`config.mk`:
```
export PLATFORM = sky130hd
export DESIGN_NAME = execute_stage
export DESIGN_NICKNAME = d
export VERILOG_FILES = /design/src/rtl/execute_stage.sv
export SDC_FILE = /design/constraint.sdc
export NUM_CORES = 1
export LEC_CHECK = 0
export CAP_MARGIN = 20
export CORE_ASPECT_RATIO = 1.2
export CORE_MARGIN = 2
export CORE_UTILIZATION = 46
export DETAILED_ROUTE_END_ITERATION = 10
export PLACE_DENSITY = 0.68
export SLEW_MARGIN = 20
export SYNTH_ARGS = -nofsm -noshare
export SYNTH_HDL_FRONTEND = slang
export SYNTH_SLANG_ARGS = --single-unit
```
`constraint.sdc`:
```
create_clock -name i_clk -period 13.5 [get_ports i_clk]
set_clock_uncertainty 0.1 [all_clocks]
set_input_delay 2.025 -clock i_clk [delete_from_list [all_inputs] [get_ports i_clk]]
set_output_delay 2.025 -clock i_clk [all_outputs]
set_load 0.005 [all_outputs]
```
`src/rtl/execute_stage.sv`:
```
// Execute stage: ALU, branch resolution and the registered execute/memory pipeline boundary.
// ALU codes follow the RISC-V {funct7[5], funct3} layout; any code not listed raises an exception.
module execute_stage (
    input  logic        i_clk,
    input  logic        i_reset,
    input  logic        i_in_valid,
    input  logic        i_stall,
    input  logic        i_flush,
    input  logic [3:0]  i_alu_control,
    input  logic        i_alu_control_exception,
    input  logic        i_branch_condition,
    input  logic        i_is_branch,
    input  logic        i_alu_src,
    input  logic [31:0] i_pc,
    input  logic [31:0] i_rs1_data,
    input  logic [31:0] i_rs2_data,
    input  logic [31:0] i_imm,
    input  logic [4:0]  i_rd,
    input  logic        i_reg_write,
    input  logic        i_mem_read,
    input  logic        i_mem_write,
    output logic        o_in_ready,
    output logic        o_out_valid,
    output logic [31:0] o_alu_result,
    output logic [31:0] o_store_data,
    output logic [4:0]  o_rd_out,
    output logic        o_reg_write_out,
    output logic        o_mem_read_out,
    output logic        o_mem_write_out,
    output logic        o_branch_taken,
    output logic [31:0] o_branch_target,
    output logic        o_exception_out
);

    localparam logic [3:0] ALU_ADD  = 4'b0000;
    localparam logic [3:0] ALU_SLL  = 4'b0001;
    localparam logic [3:0] ALU_SLT  = 4'b0010;
    localparam logic [3:0] ALU_SLTU = 4'b0011;
    localparam logic [3:0] ALU_XOR  = 4'b0100;
    localparam logic [3:0] ALU_SRL  = 4'b0101;
    localparam logic [3:0] ALU_OR   = 4'b0110;
    localparam logic [3:0] ALU_AND  = 4'b0111;
    localparam logic [3:0] ALU_SUB  = 4'b1000;
    localparam logic [3:0] ALU_SRA  = 4'b1101;

    logic [31:0] w_op_b;
    logic [4:0]  w_shamt;
    logic [31:0] w_result;
    logic        w_illegal;
    logic        w_exception;
    logic        w_taken;

    logic        r_out_valid;
    logic [31:0] r_alu_result;
    logic [31:0] r_store_data;
    logic [4:0]  r_rd_out;
    logic        r_reg_write_out;
    logic        r_mem_read_out;
    logic        r_mem_write_out;
    logic        r_branch_taken;
    logic [31:0] r_branch_target;
    logic        r_exception_out;

    always_comb begin
        w_op_b    = i_alu_src ? i_imm : i_rs2_data;
        w_shamt   = w_op_b[4:0];
        w_result  = 32'd0;
        w_illegal = 1'b0;
        case (i_alu_control)
            ALU_ADD:  w_result = i_rs1_data + w_op_b;
            ALU_SUB:  w_result = i_rs1_data - w_op_b;
            ALU_SLL:  w_result = i_rs1_data << w_shamt;
            ALU_SLT:  w_result = {31'd0, $signed(i_rs1_data) < $signed(w_op_b)};
            ALU_SLTU: w_result = {31'd0, i_rs1_data < w_op_b};
            ALU_XOR:  w_result = i_rs1_data ^ w_op_b;
            ALU_SRL:  w_result = i_rs1_data >> w_shamt;
            ALU_SRA:  w_result = $unsigned($signed(i_rs1_data) >>> w_shamt);
            ALU_OR:   w_result = i_rs1_data | w_op_b;
            ALU_AND:  w_result = i_rs1_data & w_op_b;
            default:  w_illegal = 1'b1;
        endcase
        // An excepting instruction must never redirect fetch or touch architectural state.
        w_exception = i_alu_control_exception | w_illegal;
        w_taken     = i_is_branch & ((w_result != 32'd0) ^ i_branch_condition) & ~w_exception;
    end

    always_ff @(posedge i_clk) begin
        if (i_reset) begin
            r_out_valid     <= 1'b0;
            r_alu_result    <= 32'd0;
            r_store_data    <= 32'd0;
            r_rd_out        <= 5'd0;
            r_reg_write_out <= 1'b0;
            r_mem_read_out  <= 1'b0;
            r_mem_write_out <= 1'b0;
            r_branch_taken  <= 1'b0;
            r_branch_target <= 32'd0;
            r_exception_out <= 1'b0;
        end else if (i_flush || (!i_stall && !i_in_valid)) begin
            r_out_valid     <= 1'b0;
            r_reg_write_out <= 1'b0;
            r_mem_read_out  <= 1'b0;
            r_mem_write_out <= 1'b0;
            r_branch_taken  <= 1'b0;
            r_exception_out <= 1'b0;
        end else if (!i_stall) begin
            r_out_valid     <= 1'b1;
            r_alu_result    <= w_result;
            r_store_data    <= i_rs2_data;
            r_rd_out        <= i_rd;
            r_reg_write_out <= i_reg_write & ~w_exception;
            r_mem_read_out  <= i_mem_read & ~w_exception;
            r_mem_write_out <= i_mem_write & ~w_exception;
            r_branch_taken  <= w_taken;
            r_branch_target <= i_pc + i_imm;
            r_exception_out <= w_exception;
        end
    end

    assign o_in_ready      = ~i_stall;
    assign o_out_valid     = r_out_valid;
    assign o_alu_result    = r_alu_result;
    assign o_store_data    = r_store_data;
    assign o_rd_out        = r_rd_out;
    assign o_reg_write_out = r_reg_write_out;
    assign o_mem_read_out  = r_mem_read_out;
    assign o_mem_write_out = r_mem_write_out;
    assign o_branch_taken  = r_branch_taken;
    assign o_branch_target = r_branch_target;
    assign o_exception_out = r_exception_out;

endmodule

```
==> Word level (Yosys, flattened, before mapping) <==
Cells that the tools add are included.
{ "op_classes": {"addsub": 3, "n_lt_le_gt_ge": 2, "eq_ne": 9, "shifts": 3, "muxes": 3, "n_bitwise": 13, "n_reduce_logical": 9} }
{ "op_table": {"columns": ["op", "count"], "rows": [
  ["32-bit case mux with 10 select lines", 1],
  ["32-bit adder", 2],
  ["32-bit < comparator", 2],
  ["32-bit bitwise AND", 1],
  ["32-bit 2-to-1 mux", 1],
  ["32-bit OR", 1],
  ["32-bit nonzero test", 1],
  ["32-bit by 5-bit << shifter with 32-bit output", 1],
  ["32-bit by 5-bit right shift with 32-bit output", 1],
  ["32-bit by 5-bit >>> shifter with 32-bit output", 1],
  ["32-bit subtractor", 1],
  ["32-bit XOR", 1],
  ["4-bit by 3-bit equality test with 1-bit output (second input constant)", 4],
  ["10-bit OR reduction", 1],
  ["4-bit by 2-bit equality test with 1-bit output (second input constant)", 2],
  ["4-bit equality test (second input constant)", 2],
  ["1-bit bitwise AND", 5],
  ["4-bit by 1-bit equality test with 1-bit output (second input constant)", 1],
  ["4-bit logical NOT", 1],
  ["1-bit inverter", 3],
  ["1-bit logical NOT", 2],
  ["2-bit AND reduction", 1],
  ["2-bit OR reduction", 1],
  ["1-bit logical AND", 1],
  ["other kinds (4)", 4]
]} }
{ "totals": {"register_bits": 107, "inputBits": 149} }

==> Depth between registers and ports, before layout <==
{ "logic_depth": {"depth_word": 7, "mapped_depth": 20, "ltp_nobuf": 17} }

==> Worst setup path before layout <==
OpenSTA, ideal clock, no wires.
{ "synth_timing": {"path_kind": "input to register", "startpoint": "input port i_alu_src", "endpoint": "register r_branch_taken (netlist: o_branch_taken)", "setup_time_ns": 0.127, "arrival_time_ns": 6.714, "t_required_ns": 13.273, "setup_slack_ns": 6.559, "cell_stages": 20, "path_buffers": 6, "cell_sequence": "buf_6 -> mux2i_1 -> clkbuf_1 -> clkbuf_1 -> clkbuf_1 -> buf_1 -> ha_1 -> clkbuf_1 -> nor2_1 -> o211ai_1 -> a21oi_1 -> nor4_1 -> o31ai_1 -> nor3_1 -> or3_1 -> mux2_2 -> a221oi_1 -> nand4_1 -> o31a_1 -> or3_1"} }
{ "synth_via": {"elab_chain_len": 7} }
{ "synth_lines": {"columns": ["item", "line_no", "text"], "rows": [
  ["start: declaration", "13", "input logic i_alu_src,"],
  ["32-bit 2-to-1 mux (*)", "65", "w_op_b = i_alu_src ? i_imm : i_rs2_data;"],
  ["32-bit subtractor (tied with other cells)", "71", "ALU_SUB: w_result = i_rs1_data - w_op_b;"],
  ["32-bit case mux with 10 select lines (*)", "69", "case (i_alu_control)"],
  ["32-bit nonzero test (*)", "84", "w_taken = i_is_branch & ((w_result != 32'd0) ^ i_branch_condition) & ~w_exception;"],
  ["1-bit XOR (*)", "84", null],
  ["1-bit bitwise AND (*) (2 in series)", "84", null],
  ["end signal: assignment", "114", "r_branch_taken <= w_taken;"],
  ["end: declaration", "60", "logic r_branch_taken;"]
]} }
Mark *: on every way between the ends. The rest lies on a longest branch, timed or not.
A chain may end at the register's enable or synchronous reset.

==> Worst setup path in the final report <==
Ends and elaborated chain as after synthesis.

==> impl_metrics.yaml <==
drt:
  routed_wl_mm: 75.5
  drc_errors: 0
  routed_via_density: 6.95
  vias: 18400
  wl_per_cell_um: 28.5
  ant_nets: 0
  drt_iter0_markers: 2450
  firstDrtPassIters: 6
min_path:
  worstHoldStart: "o_branch_target[16]"
  holdPathEnd: "o_branch_target[16]"
  hold_class: "flop to flop"
  whs_path_depth: 2
final_layout:
  nets: 2511
  syn2layout_area_growth_pct: 20.9
  layout_common_cells: "nand2_1 (274), clkdlybuf4s50_1 (252), a21oi_1 (194), nor2_1 (170)"
  stdcell_count: 2645
  final_common_cell: "nand2_1"
  drive_gt1_share_pct: 6.58
  num-fill-cells: 3141
global_route:
  grt_pass1_wl_mm: 111
  track_usage_pct: 42.8
  use_met2_pct: 66.7
  grt_pass1_vias: 17600
  grt_max_degree: 91
  top_usage_layer: "met2"
  global_route.usage.met1_pct: 52.5
  met3_usage_pct: 12.5
  antenna_found_initial: 4
  globalRouteOverflowTotal: 0
logic_synthesis:
  synth_area_leaders: "dfxtp_1 (14%), ha_1 (11%), mux4_2 (7.1%)"
  ys_warn_count: 0
  syn_nets: 2352
  synth_edf_count: 0
  synth_compound_area_share_pct: 28.4
  synth.area.mux_share_pct: 16.1
  synth-xor-area-share_pct: 2.14
  async_reset_ff_share_pct: 0
  ys_seq_area_share_pct: 14.2
  synth-simple-area-share_pct: 20.9
  syn_area_um2: 15100
  synth_top_flop_cell: "dfxtp_1"
  synth_top_area_share_pct: 14.2
  synthAdderAreaFrac_pct: 11.1
  yosysUniqueCellTypes: 88
  synth_top_cell_by_area: "dfxtp_1"
  synth_area_per_cell_um2: 7.30
  synth_top_family_by_area: "compound AO/OA/AOI/OAI gates"
  ys_seq_elements: 107
  syn_inst: 2071
flow_run:
  drv_cap: 0
setup_path:
  rrSetupSlack_ns: 12.52
  rr_endpoint: "o_branch_taken"
  critPathLaunchType: "primary input"
  required_ns: 13.66
  path_class: "primary input to flop"
  r2r_start: "o_branch_taken"
  crit_path_end_kind: "flop"
  critPathMaxFanout: 44
  rr_worst_depth: 2
  worstPathArrival_ns: 7.88
  startpoint: "i_alu_src"
die:
  core_um2: 32300
  boundaryPins: 257
  die_height_um: 203
  start_util_pct: 46.8
  dieArea_um2: 34300
  die_w_um: 170
  rows: 72
clock_network:
  root_buffer: "clkbuf_16"
  cts_buffer_depth: 2
  cts_tree: "built"
  insertion_delay_ns: 0.37
  cts.sinks: 107
  cts_resized: 0
  cts_setup_buffers: 0
  cts_htree_levels: 3
  clk_pin_slew_ns: 0.09
  cts_buffers: 9
  holdBufCountCts: 0
placed_design:
  port_buffers: 256
  dp.cells: 2626
  place_ws_ns: 5.53
  dp_hpwl_mm: 56.4
  globalplace.congestion: 1.07
timing:
  setup_slack_ns: 5.78
  max_freq_ghz: 0.130
  relSlewSlack_pct: 17.5
  fin_tns_setup_ns: 0
  timing.final.crit_share_pct: 57.1
  min_period_ns: 7.72
  rsz0062_at_grt: "false"
  hold_viol: 0
  finalMaxSlewViolations: 0
  setup_violations: 0
  worst_pin_slew_ns: 1.22
power_and_ir_drop:
  p_leak_uw: 0.00720
  power.density_nw_per_um2: 75.9
  ir_drop_mv: 0.111
run_status:
  status: "complete, no violations"
[critical path, stage by stage]
cell      delay [ns]
buf_2           0.08
buf_4           0.54
mux2i_4         0.43
inv_2           0.05
buf_4           0.36
ha_1            0.32
inv_1           0.08
fa_1            0.21
nor2b_1         0.22
o311ai_0        0.15
buf_4           0.19
a211oi_1        0.60
nor2_1          0.15
a21oi_1         0.35
a31o_2          0.24
a311oi_1        0.09
o41ai_1         0.60
nor4b_1         0.30
nand4_1         0.16
o31a_1          0.28
or3_1           0.36
[sequential cells by signal, summed over array words and instances, names as in the netlist]
signal / cells
o_reg_write_out: 1
o_rd_out: 5
o_alu_result: 32
o_mem_write_out: 1
o_branch_taken: 1
o_branch_target: 32
o_exception_out: 1
o_out_valid: 1
o_mem_read_out: 1
o_store_data: 32
[cells by family after synthesis]
family,count (synthesis)
and+or+nand+nor,689
muxes,168
buffers and inverters,283
adders and majority gates,132
xor gates and xnor gates,37
AOI/OAI and AO/OA,655
DFF,107
[metrics by stage]
step / hold WS (ns) / power (µW) / util, % / cell area, µm²
finish: 0.355 / 1390 / 56.5 / 18300
global route: 0.378 / 1440 / 56.5 / 18300
CTS: 0.358 / 1360 / 56.5 / 18300
detailed placement: 0.346 / 1080 / 55.5 / 18000
global placement: 0.338 / 1070 / 55.5 / 18000
floorplan: 0.348 / 792 / - / 15100
[cells in the mapped netlist, types with 43 or more instances]
library cell,instances
nand2_1,274
o21ai_0,111
inv_1,129
mux2i_1,105
nor2_1,170
dfxtp_1,107
ha_1,129
nor3_1,58
a211oi_1,56
clkbuf_1,119
a21oi_1,194
mux4_2,48
nand3_1,43
[metal layers]
layer  part of all wire, %  wire (µm)
met5                 0.017         13
met4                   7.1       5330
met3                    12       9140
met2                    44      33000
met1                    37      27900
[cell type report]
cell class | instances | area (µm²) | share of cell area [%]
Clock buffer | 9 | 225 | 1.23
Tap cell | 407 | 509 | 2.79
Multi-Input combinational cell | 1681 | 12000 | 65.4
Inverter | 134 | 505 | 2.77
Sequential cell | 107 | 2140 | 11.7
Antenna cell | 3 | 7.51 | 0.0411
Timing Repair Buffer | 297 | 2850 | 15.6
Clock inverter | 7 | 78.8 | 0.431
[power breakdown]
part / switching, µW / internal (µW)
combinational: 484 / 286
sequential: 7.48 / 329
clock: 148 / 133
total: 639 / 748
[how the worst max path moves through the flow]
| stage | endpoint | slack (ns) | depth (start not counted) |
|---|---|---|---|
| after floorplan | o_branch_taken | 6.56 | 20 |
| after global placement | o_branch_taken | 5.59 | 20 |
| after detailed placement | o_branch_taken | 5.53 | 21 |
| after CTS | o_branch_taken | 5.88 | 21 |
| after global routing | o_branch_taken | 5.60 | 21 |
| final | o_branch_taken | 5.78 | 21 |
Power figures use the tool's default switching activity.
